**src/rtl/wb_rr_arbiter_pkg.sv**
```systemverilog
// Shared types for the round-robin Wishbone arbiter.
// FSM state encoding plus index-width and watchdog-width helpers.
package wb_rr_arbiter_pkg;

  typedef enum logic {
    ST_IDLE = 1'b0,
    ST_BUSY = 1'b1
  } state_e;

  localparam int WD_W = 16;

  function automatic int idx_w(input int n);
    return (n > 1) ? $clog2(n) : 1;
  endfunction

endpackage

```
**src/rtl/wb_rr_arbiter_if.sv**
```systemverilog
// Bus bundle between N Wishbone masters, the arbiter and one slave.
// The arbiter uses the slave modport; the environment uses master.
interface wb_rr_arbiter_if #(
  parameter int NUM_MASTERS = 4,
  parameter int AW          = 32,
  parameter int DW          = 32
);
  logic [NUM_MASTERS*AW-1:0]     m_adr_i;
  logic [NUM_MASTERS*DW-1:0]     m_dat_i;
  logic [NUM_MASTERS*DW/8-1:0]   m_sel_i;
  logic [NUM_MASTERS-1:0]        m_we_i;
  logic [NUM_MASTERS-1:0]        m_cyc_i;
  logic [NUM_MASTERS-1:0]        m_stb_i;
  logic [DW-1:0]                 m_dat_o;
  logic [NUM_MASTERS-1:0]        m_ack_o;
  logic [NUM_MASTERS-1:0]        m_err_o;
  logic [NUM_MASTERS-1:0]        m_stall_o;
  logic [AW-1:0]                 s_adr_o;
  logic [DW-1:0]                 s_dat_o;
  logic [DW/8-1:0]               s_sel_o;
  logic                          s_we_o;
  logic                          s_cyc_o;
  logic                          s_stb_o;
  logic [DW-1:0]                 s_dat_i;
  logic                          s_ack_i;
  logic                          s_err_i;
  logic                          s_stall_i;
  logic [NUM_MASTERS-1:0]        grant_o;

  modport slave (
    input  m_adr_i, m_dat_i, m_sel_i,
    input  m_we_i, m_cyc_i, m_stb_i,
    input  s_dat_i, s_ack_i, s_err_i,
    input  s_stall_i,
    output m_dat_o, m_ack_o, m_err_o,
    output m_stall_o,
    output s_adr_o, s_dat_o, s_sel_o,
    output s_we_o, s_cyc_o, s_stb_o,
    output grant_o
  );

  modport master (
    output m_adr_i, m_dat_i, m_sel_i,
    output m_we_i, m_cyc_i, m_stb_i,
    output s_dat_i, s_ack_i, s_err_i,
    output s_stall_i,
    input  m_dat_o, m_ack_o, m_err_o,
    input  m_stall_o,
    input  s_adr_o, s_dat_o, s_sel_o,
    input  s_we_o, s_cyc_o, s_stb_o,
    input  grant_o
  );

endinterface

```
**src/rtl/wb_rr_arbiter_pick.sv**
```systemverilog
// Rotating-priority picker: first requester above last wins.
// Purely combinational; one-hot winner, its index and a valid flag.
module wb_rr_pick #(
  parameter int N  = 4,
  parameter int LW = 2
) (
  input  logic [N-1:0]  req,
  input  logic [LW-1:0] last,
  output logic [N-1:0]  gnt,
  output logic [LW-1:0] idx,
  output logic          vld
);

  // scan last+1 .. last+N (mod N), keep the first hit
  always_comb begin
    logic [LW-1:0] k;
    gnt = '0;
    idx = '0;
    vld = 1'b0;
    k   = '0;
    for (int i = 1; i <= N; i++) begin
      k = LW'((int'(last) + i) % N);
      if (!vld && req[k]) begin
        vld    = 1'b1;
        gnt[k] = 1'b1;
        idx    = k;
      end
    end
  end

endmodule

```
**src/rtl/wb_rr_arbiter.sv**
```systemverilog
// Round-robin Wishbone arbiter, grant held for a whole bus cycle.
// Optional watchdog: define WB_ARB_TIMEOUT_EN (uses TIMEOUT_CYC).
module wb_rr_arbiter
  import wb_rr_arbiter_pkg::*;
#(
  parameter int NUM_MASTERS = 4,
  parameter int AW          = 32,
  parameter int DW          = 32
`ifdef WB_ARB_TIMEOUT_EN
  ,
  parameter int TIMEOUT_CYC = 255
`endif
) (
  input  logic          clk,
  input  logic          rst,
  wb_rr_arbiter_if.slave bus
);

  localparam int N  = NUM_MASTERS;
  localparam int LW = idx_w(N);
  localparam int SW = DW / 8;

  state_e        state_q, state_d;
  logic [N-1:0]  grant_q, grant_d;
  logic [LW-1:0] last_q, last_d;

  logic [N-1:0]  pick_gnt;
  logic [LW-1:0] pick_idx;
  logic          pick_vld;

  logic busy;
  logic own_cyc;
  logic stb_en;
  logic to_hit;

  assign busy    = (state_q == ST_BUSY);
  assign own_cyc = bus.m_cyc_i[last_q];

  wb_rr_pick #(
    .N  (N),
    .LW (LW)
  ) u_pick (
    .req  (bus.m_cyc_i),
    .last (last_q),
    .gnt  (pick_gnt),
    .idx  (pick_idx),
    .vld  (pick_vld)
  );

`ifdef WB_ARB_TIMEOUT_EN
  logic [WD_W-1:0] wd_q, wd_d;
  logic            to_q, to_d;

  assign stb_en = ~to_q;

  // watchdog counts unanswered strobe cycles of the owner
  always_comb begin
    wd_d   = wd_q;
    to_d   = to_q;
    to_hit = 1'b0;
    if (!busy) begin
      wd_d = '0;
      to_d = 1'b0;
    end else if (bus.s_ack_i || bus.s_err_i) begin
      wd_d = '0;
    end else if (bus.s_stb_o) begin
      if (wd_q == WD_W'(TIMEOUT_CYC - 1)) begin
        to_hit = 1'b1;
        to_d   = 1'b1;
        wd_d   = '0;
      end else begin
        wd_d = wd_q + 1'b1;
      end
    end
  end

  // watchdog registers
  always_ff @(posedge clk or negedge rst) begin
    if (!rst) begin
      wd_q <= '0;
      to_q <= 1'b0;
    end else begin
      wd_q <= wd_d;
      to_q <= to_d;
    end
  end
`else
  assign stb_en = 1'b1;
  assign to_hit = 1'b0;
`endif

  // owner mux onto the slave and response routing back
  always_comb begin
    bus.s_adr_o   = '0;
    bus.s_dat_o   = '0;
    bus.s_sel_o   = '0;
    bus.s_we_o    = 1'b0;
    bus.s_cyc_o   = 1'b0;
    bus.s_stb_o   = 1'b0;
    bus.m_ack_o   = '0;
    bus.m_err_o   = '0;
    bus.m_stall_o = '1;
    if (busy) begin
      bus.s_adr_o = bus.m_adr_i[int'(last_q)*AW +: AW];
      bus.s_dat_o = bus.m_dat_i[int'(last_q)*DW +: DW];
      bus.s_sel_o = bus.m_sel_i[int'(last_q)*SW +: SW];
      bus.s_we_o  = own_cyc & bus.m_we_i[last_q];
      bus.s_cyc_o = own_cyc;
      bus.s_stb_o = own_cyc & bus.m_stb_i[last_q] & stb_en;
      bus.m_ack_o[last_q]   = bus.s_ack_i;
      bus.m_err_o[last_q]   = bus.s_err_i | to_hit;
      bus.m_stall_o[last_q] = bus.s_stall_i;
    end
  end

  assign bus.m_dat_o = bus.s_dat_i;
  assign bus.grant_o = grant_q;

  // arbitration FSM next state
  always_comb begin
    state_d = state_q;
    grant_d = grant_q;
    last_d  = last_q;
    unique case (1'b1)
      (state_q == ST_IDLE): begin
        if (pick_vld) begin
          grant_d = pick_gnt;
          last_d  = pick_idx;
          state_d = ST_BUSY;
        end
      end
      (state_q == ST_BUSY): begin
        if (!own_cyc) begin
          grant_d = '0;
          state_d = ST_IDLE;
        end
      end
      default: begin
        state_d = ST_IDLE;
        grant_d = '0;
      end
    endcase
  end

  // FSM registers; last_q points at master N-1 so master 0 wins first
  always_ff @(posedge clk or negedge rst) begin
    if (!rst) begin
      state_q <= ST_IDLE;
      grant_q <= '0;
      last_q  <= LW'(N - 1);
    end else begin
      state_q <= state_d;
      grant_q <= grant_d;
      last_q  <= last_d;
    end
  end

endmodule

```
**src/flat_wrapper.sv**
```systemverilog
// flat-port wrapper written by rule: the top's interface ports become plain ports
module wb_rr_arbiter_flat import wb_rr_arbiter_pkg::*;
#(
  parameter int NUM_MASTERS = 4,
  parameter int AW          = 32,
  parameter int DW          = 32

)
  (clk, rst, bus_m_adr_i, bus_m_dat_i, bus_m_sel_i, bus_m_we_i, bus_m_cyc_i, bus_m_stb_i, bus_s_dat_i, bus_s_ack_i, bus_s_err_i, bus_s_stall_i, bus_m_dat_o, bus_m_ack_o, bus_m_err_o, bus_m_stall_o, bus_s_adr_o, bus_s_dat_o, bus_s_sel_o, bus_s_we_o, bus_s_cyc_o, bus_s_stb_o, bus_grant_o);
  wb_rr_arbiter_if #(.NUM_MASTERS(NUM_MASTERS), .AW(AW), .DW(DW)) bus_i ();
  input  logic clk;
  input  logic rst;
  input wire logic [$bits(bus_i.m_adr_i)-1:0] bus_m_adr_i;
  input wire logic [$bits(bus_i.m_dat_i)-1:0] bus_m_dat_i;
  input wire logic [$bits(bus_i.m_sel_i)-1:0] bus_m_sel_i;
  input wire logic [$bits(bus_i.m_we_i)-1:0] bus_m_we_i;
  input wire logic [$bits(bus_i.m_cyc_i)-1:0] bus_m_cyc_i;
  input wire logic [$bits(bus_i.m_stb_i)-1:0] bus_m_stb_i;
  input wire logic [$bits(bus_i.s_dat_i)-1:0] bus_s_dat_i;
  input wire logic [$bits(bus_i.s_ack_i)-1:0] bus_s_ack_i;
  input wire logic [$bits(bus_i.s_err_i)-1:0] bus_s_err_i;
  input wire logic [$bits(bus_i.s_stall_i)-1:0] bus_s_stall_i;
  output wire logic [$bits(bus_i.m_dat_o)-1:0] bus_m_dat_o;
  output wire logic [$bits(bus_i.m_ack_o)-1:0] bus_m_ack_o;
  output wire logic [$bits(bus_i.m_err_o)-1:0] bus_m_err_o;
  output wire logic [$bits(bus_i.m_stall_o)-1:0] bus_m_stall_o;
  output wire logic [$bits(bus_i.s_adr_o)-1:0] bus_s_adr_o;
  output wire logic [$bits(bus_i.s_dat_o)-1:0] bus_s_dat_o;
  output wire logic [$bits(bus_i.s_sel_o)-1:0] bus_s_sel_o;
  output wire logic [$bits(bus_i.s_we_o)-1:0] bus_s_we_o;
  output wire logic [$bits(bus_i.s_cyc_o)-1:0] bus_s_cyc_o;
  output wire logic [$bits(bus_i.s_stb_o)-1:0] bus_s_stb_o;
  output wire logic [$bits(bus_i.grant_o)-1:0] bus_grant_o;
  assign bus_i.m_adr_i = bus_m_adr_i;
  assign bus_i.m_dat_i = bus_m_dat_i;
  assign bus_i.m_sel_i = bus_m_sel_i;
  assign bus_i.m_we_i = bus_m_we_i;
  assign bus_i.m_cyc_i = bus_m_cyc_i;
  assign bus_i.m_stb_i = bus_m_stb_i;
  assign bus_i.s_dat_i = bus_s_dat_i;
  assign bus_i.s_ack_i = bus_s_ack_i;
  assign bus_i.s_err_i = bus_s_err_i;
  assign bus_i.s_stall_i = bus_s_stall_i;
  assign bus_m_dat_o = bus_i.m_dat_o;
  assign bus_m_ack_o = bus_i.m_ack_o;
  assign bus_m_err_o = bus_i.m_err_o;
  assign bus_m_stall_o = bus_i.m_stall_o;
  assign bus_s_adr_o = bus_i.s_adr_o;
  assign bus_s_dat_o = bus_i.s_dat_o;
  assign bus_s_sel_o = bus_i.s_sel_o;
  assign bus_s_we_o = bus_i.s_we_o;
  assign bus_s_cyc_o = bus_i.s_cyc_o;
  assign bus_s_stb_o = bus_i.s_stb_o;
  assign bus_grant_o = bus_i.grant_o;
  wb_rr_arbiter #(.NUM_MASTERS(NUM_MASTERS), .AW(AW), .DW(DW)) u_core (.clk(clk), .rst(rst), .bus(bus_i));
endmodule
```
**config.mk**
```make
export PLATFORM = sky130hd
export DESIGN_NAME = wb_rr_arbiter_flat
export DESIGN_NICKNAME = d
export VERILOG_FILES = /design/src/rtl/wb_rr_arbiter_pkg.sv /design/src/rtl/wb_rr_arbiter_if.sv /design/src/rtl/wb_rr_arbiter_pick.sv /design/src/rtl/wb_rr_arbiter.sv /design/src/flat_wrapper.sv
export SDC_FILE = /design/constraint.sdc
export NUM_CORES = 1
export LEC_CHECK = 0
export CAP_MARGIN = 20
export CORE_AREA = 2 2 172 174
export CTS_CLUSTER_DIAMETER = 50
export DETAILED_ROUTE_END_ITERATION = 16
export DIE_AREA = 0 0 174 176
export HOLD_SLACK_MARGIN = 0.03
export PLACE_DENSITY = 0.52
export SLEW_MARGIN = 25
export SYNTH_ARGS = -nofsm -noshare
export SYNTH_HDL_FRONTEND = slang
export SYNTH_SLANG_ARGS = --single-unit
```
**constraint.sdc**
```tcl
create_clock -name clk -period 6 [get_ports clk]
set_input_delay 1.8 -clock clk [delete_from_list [all_inputs] [get_ports clk]]
set_output_delay 1.8 -clock clk [all_outputs]
set_load 0.005 [all_outputs]
```
Word-level counts from Yosys, hierarchy flattened. Cells that the tools add are included.

Reduce and logical (&&, ||, !) cells: 13. Add/sub/neg operators: 4. Multiplexer cells: 51. Bitwise operators: 10. Shifts and indexed selects: 3. Magnitude comparators: 10. Eq/ne operators: 2.

Operator list (count): $shiftx A128 B8 Y32 (2); $mux W32 (2); $mux W4 (10); $mux W1 (21); $or A4 B4 Y4 (4); $shiftx A16 B5 Y4 (1); $lt A2 B3 Y1 const B (5); $bmux W1 S2 (7); $demux W1 S2 (5); $ge A2 B1 Y1 const B (5); $and A4 B4 Y4 (2); $logic_and A1 B1 Y1 (8); $mux W2 (4); $pmux W4 S2 (1); $add A2 B1 Y2 const B (2); $add A2 B2 Y2 const B (2); $not A4 Y4 (1); $reduce_and A2 Y1 (2); $logic_not A1 Y1 (3); $and A1 B1 Y1 (2); $ne A2 B1 Y1 const B (1); $ne A2 B2 Y1 const B (1); $pmux W1 S2 (1); $not A1 Y1 (1).

Register bits after elaboration: 7. Output and inout port bits: 119. Input port bits: 321.

Longest topological paths before layout.
Depth after elaboration: 15. Mapped depth: 12.

Cells and area by module. A second synthesis with hierarchy kept.

Cell total of the unflattened synthesis: 322. Area total of the unflattened synthesis: 3498.4 um^2.

By module, submodules not included: wb_rr_arbiter (area an instance 2869.0 um^2, cells an instance 236, instances 1); wb_rr_pick (area an instance 629.4 um^2, cells an instance 86, instances 1).

Worst setup path before layout. No wires, ideal clock.

Path type: input-to-output. Start: in bus_m_cyc_i[1]. End: out bus_s_stb_o. Slack: 1.635 ns. Data required time: 4.200 ns. Stages on the path: 4. Arrival time: 2.565 ns. Path buffers: 0. Path through: mux2_2 > mux2i_1 > or2_2 > nor2b_1.

Word-level cells in the longest chain between the ends: 4.

RTL lines: start, declared (RTL line flat_wrapper.sv:17) `input wire logic [$bits(bus_i.m_cyc_i)-1:0] bus_m_cyc_i;`; $bmux W1 S2 (RTL line wb_rr_arbiter.sv:37) `assign own_cyc = bus.m_cyc_i[last_q];`; $mux W1 (not written as such) (RTL line wb_rr_arbiter.sv:37); $and A1 B1 Y1 (RTL line wb_rr_arbiter.sv:109) `bus.s_stb_o = own_cyc & bus.m_stb_i[last_q] & stb_en;`; $mux W1 (RTL line wb_rr_arbiter.sv:103) `if (busy) begin`; end, declared (RTL line flat_wrapper.sv:32) `output wire logic [$bits(bus_i.s_stb_o)-1:0] bus_s_stb_o;`.

Every way passes these cells. The select of a mux whose other input is x is not followed.

Worst setup path after layout.
Start: in bus_m_cyc_i[3]. End: out bus_s_we_o.

Word-level cells in the longest chain between the ends: 4.

RTL lines: $bmux W1 S2 (RTL line wb_rr_arbiter.sv:37); $mux W1 (not written as such) (RTL line wb_rr_arbiter.sv:37); $and A1 B1 Y1 (RTL line wb_rr_arbiter.sv:107) `bus.s_we_o = own_cyc & bus.m_we_i[last_q];`; $mux W1 (RTL line wb_rr_arbiter.sv:103); end, declared (RTL line flat_wrapper.sv:30) `output wire logic [$bits(bus_i.s_we_o)-1:0] bus_s_we_o;`.

Every way passes these cells. The select of a mux whose other input is x is not followed.

==> results_dict.tcl <==
set metrics [dict create \
    final_hold_viol_count 0 \
    criticalPathCategory "input pin to primary output" \
    die_w_um 174 \
    drtPass1Iterations 4 \
    fill_cells 3076 \
    port_buffers 375 \
    netlist_instances 299 \
    drc 0 \
    hold_depth 1 \
    hold_path.class "register to register" \
    worstPathMaxFanout 7 \
    grt_max_degree 46 \
    multiInputGateArea_sq_um 2720 \
    nNetsFinal 952 \
    cts_tree "done" \
    swShare 0.383 \
    clkPwrFrac 0.045 \
    fin_util 0.255 \
    synth_nets 628 \
    cts_made_buffers 3 \
    worstPathRequired_ps 4200 \
    post_drt_wl_per_cell_um 18.7 \
    path_clk_slew_ps 40 \
    fmax_ghz 0.176 \
    crit_arrival_ps 3890 \
    dieArea_sq_um 30600 \
    regToRegEndpoint "u_core.bus.grant_o[2]$_DFFE_PN0P_" \
    syn2layout_area_growth_pct 121 \
    p_comb_frac 0.886 \
    ys_ff_latch 7 \
    clock_latency_ps 230 \
    mappedNetlistArea_sq_um 3290 \
    h-tree-depth 1 \
    grt_first_pass_wirelength_um 27000 \
    critPathCaptureType "primary output" \
    worst_slew_pin_slew_ps 684 \
    switchingPower_w 0.000973 \
    yosysSeqAreaShare 0.0540 \
    ir_drop_uv 152 \
    tns_ps 0 \
    place_congestion 0.781 \
    synth_area_per_cell_sq_um 11.0 \
    fp-row-count 62 \
    leakagePower_nw 2.55 \
    cts_sinks 7 \
    vias 3869 \
    drive_above_1_share 0.148 \
    intPower_w 0.00156 \
    setup_violations 0 \
    worstSetupStartpointType "input pin" \
    regToRegSetupSlack_ps 2570 \
    fp.coreArea_sq_um 28500 \
    cts_resized 0 \
    slew_headroom 0.532 \
    pwr-share-seq 0.069 \
    hp-start "u_core.bus.grant_o[0]$_DFFE_PN0P_" \
    drtIter0Drc 168 \
    synth_cell_types 34 \
    antenna_found_initial 0 \
    grt_overflow 0 \
    root_buffer "clkbuf_16" \
    p_per_area_nw_per_um2 349 \
    dp_cells 1002 \
    slew_violations 0 \
    holdPathEnd "u_core.bus.grant_o[0]$_DFFE_PN0P_" \
    r2r_start "u_core.last_q[0]$_DFFE_PN1P_" \
    final-seq-area_sq_um 186 \
    cts.path.max_buffers 2 \
    synth_top_area_frac 0.500 \
    layout_min_cycle_time_ps 5690 \
    ys_warn_count 0 \
    rr_worst_depth 7 \
    io_pins 440 \
    worst_clock_skew_ps 2.67 \
    cts_hold_buf 0 \
    yosys.area.top_type "mux4_2" \
    post_cts_buffers 0 \
    layout_common_cells "clkdlybuf4s50_1 (375), mux4_2 (73), and2_1 (69)" \
    drtAntennaViolNets 0 \
    diodes 0 \
    fin_crit_sh 0.949 \
    wirelength_um 18800 \
    status "finished clean" \
    rsz0062_at_grt "false" \
    gr-usage-all-layers 0.115 \
    final_common_cell "clkdlybuf4s50_1" \
    initial_core_util 0.115 \
    dp_hpwl_um 15700 \
    dieHeight_um 176 \
    vias_per_cell 3.85 \
    max_cap_viol_count 0 \
    fin_cells 1006 \
    grt_pass1_vias 4041 \
    synth_area_leaders "mux4_2 (50%), and2_1 (13%), buf_4 (7.8%)" \
]
-- per-layer routing --
layer  global-route usage  vias up  wire length [um]
met1                0.147     1880              7680
met5                    0        -                 0
met2                0.200      202              9440
met3               0.0325       10              1590
li1                     -     1777                 -
met4              0.00665        0                95
-- per-stage QoR --
step	setup slack (ps)	total power, W	hold WS (ps)	area, sq um
4_1_cts	305	0.00260	513	7280
6_report	308	0.00254	506	7280
2_1_floorplan	1640	0.00139	489	3290
3_3_place_gp	341	0.00247	506	7200
3_5_place_dp	301	0.00246	500	7200
5_1_grt	192	0.00273	532	7280
-- how the worst max path moves through the flow --
| stage | start | end | depth (start not counted) |
|---|---|---|---|
| after floorplan | bus_m_cyc_i[1] | bus_s_stb_o | 4 |
| after global placement | bus_m_cyc_i[3] | bus_s_we_o | 6 |
| after detailed placement | bus_m_cyc_i[2] | bus_s_we_o | 6 |
| after CTS | bus_m_cyc_i[1] | bus_s_we_o | 6 |
| after global routing | bus_m_cyc_i[3] | bus_s_we_o | 6 |
| final | bus_m_cyc_i[3] | bus_s_we_o | 6 |
-- registers in the layout, indices dropped and copies added, names as in the netlist --
name,count
u_core.last_q,2
u_core.bus.grant_o,4
u_core.busy,1
-- layout make-up --
type	count	share of cell area
Timing Repair Buffer	380	0.522
Multi-Input combinational cell	227	0.373
Tap cell	384	0.0660
Sequential cell	7	0.0256
Clock buffer	4	0.0108
Inverter	4	0.00206
-- critical path, stage by stage --
cell             delay [ps]
clkdlybuf4s50_1         580
mux2_2                  270
mux2i_1                 150
or2_2                   410
nor2b_1                 160
clkdlybuf4s50_1         510
-- power groups by stage --
| stage | clock network (W) | logic [W] | registers (W) |
|---|---|---|---|
| final | 0.000114 | 0.00225 | 0.000175 |
| after CTS | 0.000116 | 0.00230 | 0.000186 |
| after global placement | 0 | 0.00229 | 0.000185 |
| after floorplan | 0 | 0.00130 | 0.0000883 |
| after detailed placement | 0 | 0.00228 | 0.000184 |
| after global routing | 0.000120 | 0.00242 | 0.000194 |
-- cells by family after synthesis --
kind of cell | Yosys count | synth area share
compound gates | 25 | 0.0574
flops | 7 | 0.0540
fa+ha+maj | 8 | 0.0304
xor+xnor | 1 | 0.00266
buf+inv | 65 | 0.121
simple gates | 109 | 0.200
mux | 84 | 0.535
-- Yosys cell counts --
cell and instances:
nor3_4 1, a221o_1 1, inv_1 4, buf_1 1, o41ai_1 1, nand2_1 9
o2bb2ai_1 4, dfrtp_1 5, nor2b_1 3, buf_2 13, nand2b_1 4, a222oi_1 1
o22ai_1 4, clkbuf_1 11, xnor2_1 1, o21ai_0 2, nor2_1 6, buf_4 34
a22o_1 4, and2b_4 1, clkbuf_2 1, buf_6 1, or2_2 1, and2_1 69
mux2_2 4, a21oi_1 4, dfstp_2 2, mux2i_1 7, o21ai_2 1, a2111oi_0 3
ha_1 8, and3_1 14, nand3b_1 1, mux4_2 73
No activity file was read; power rests on OpenSTA's default activity.
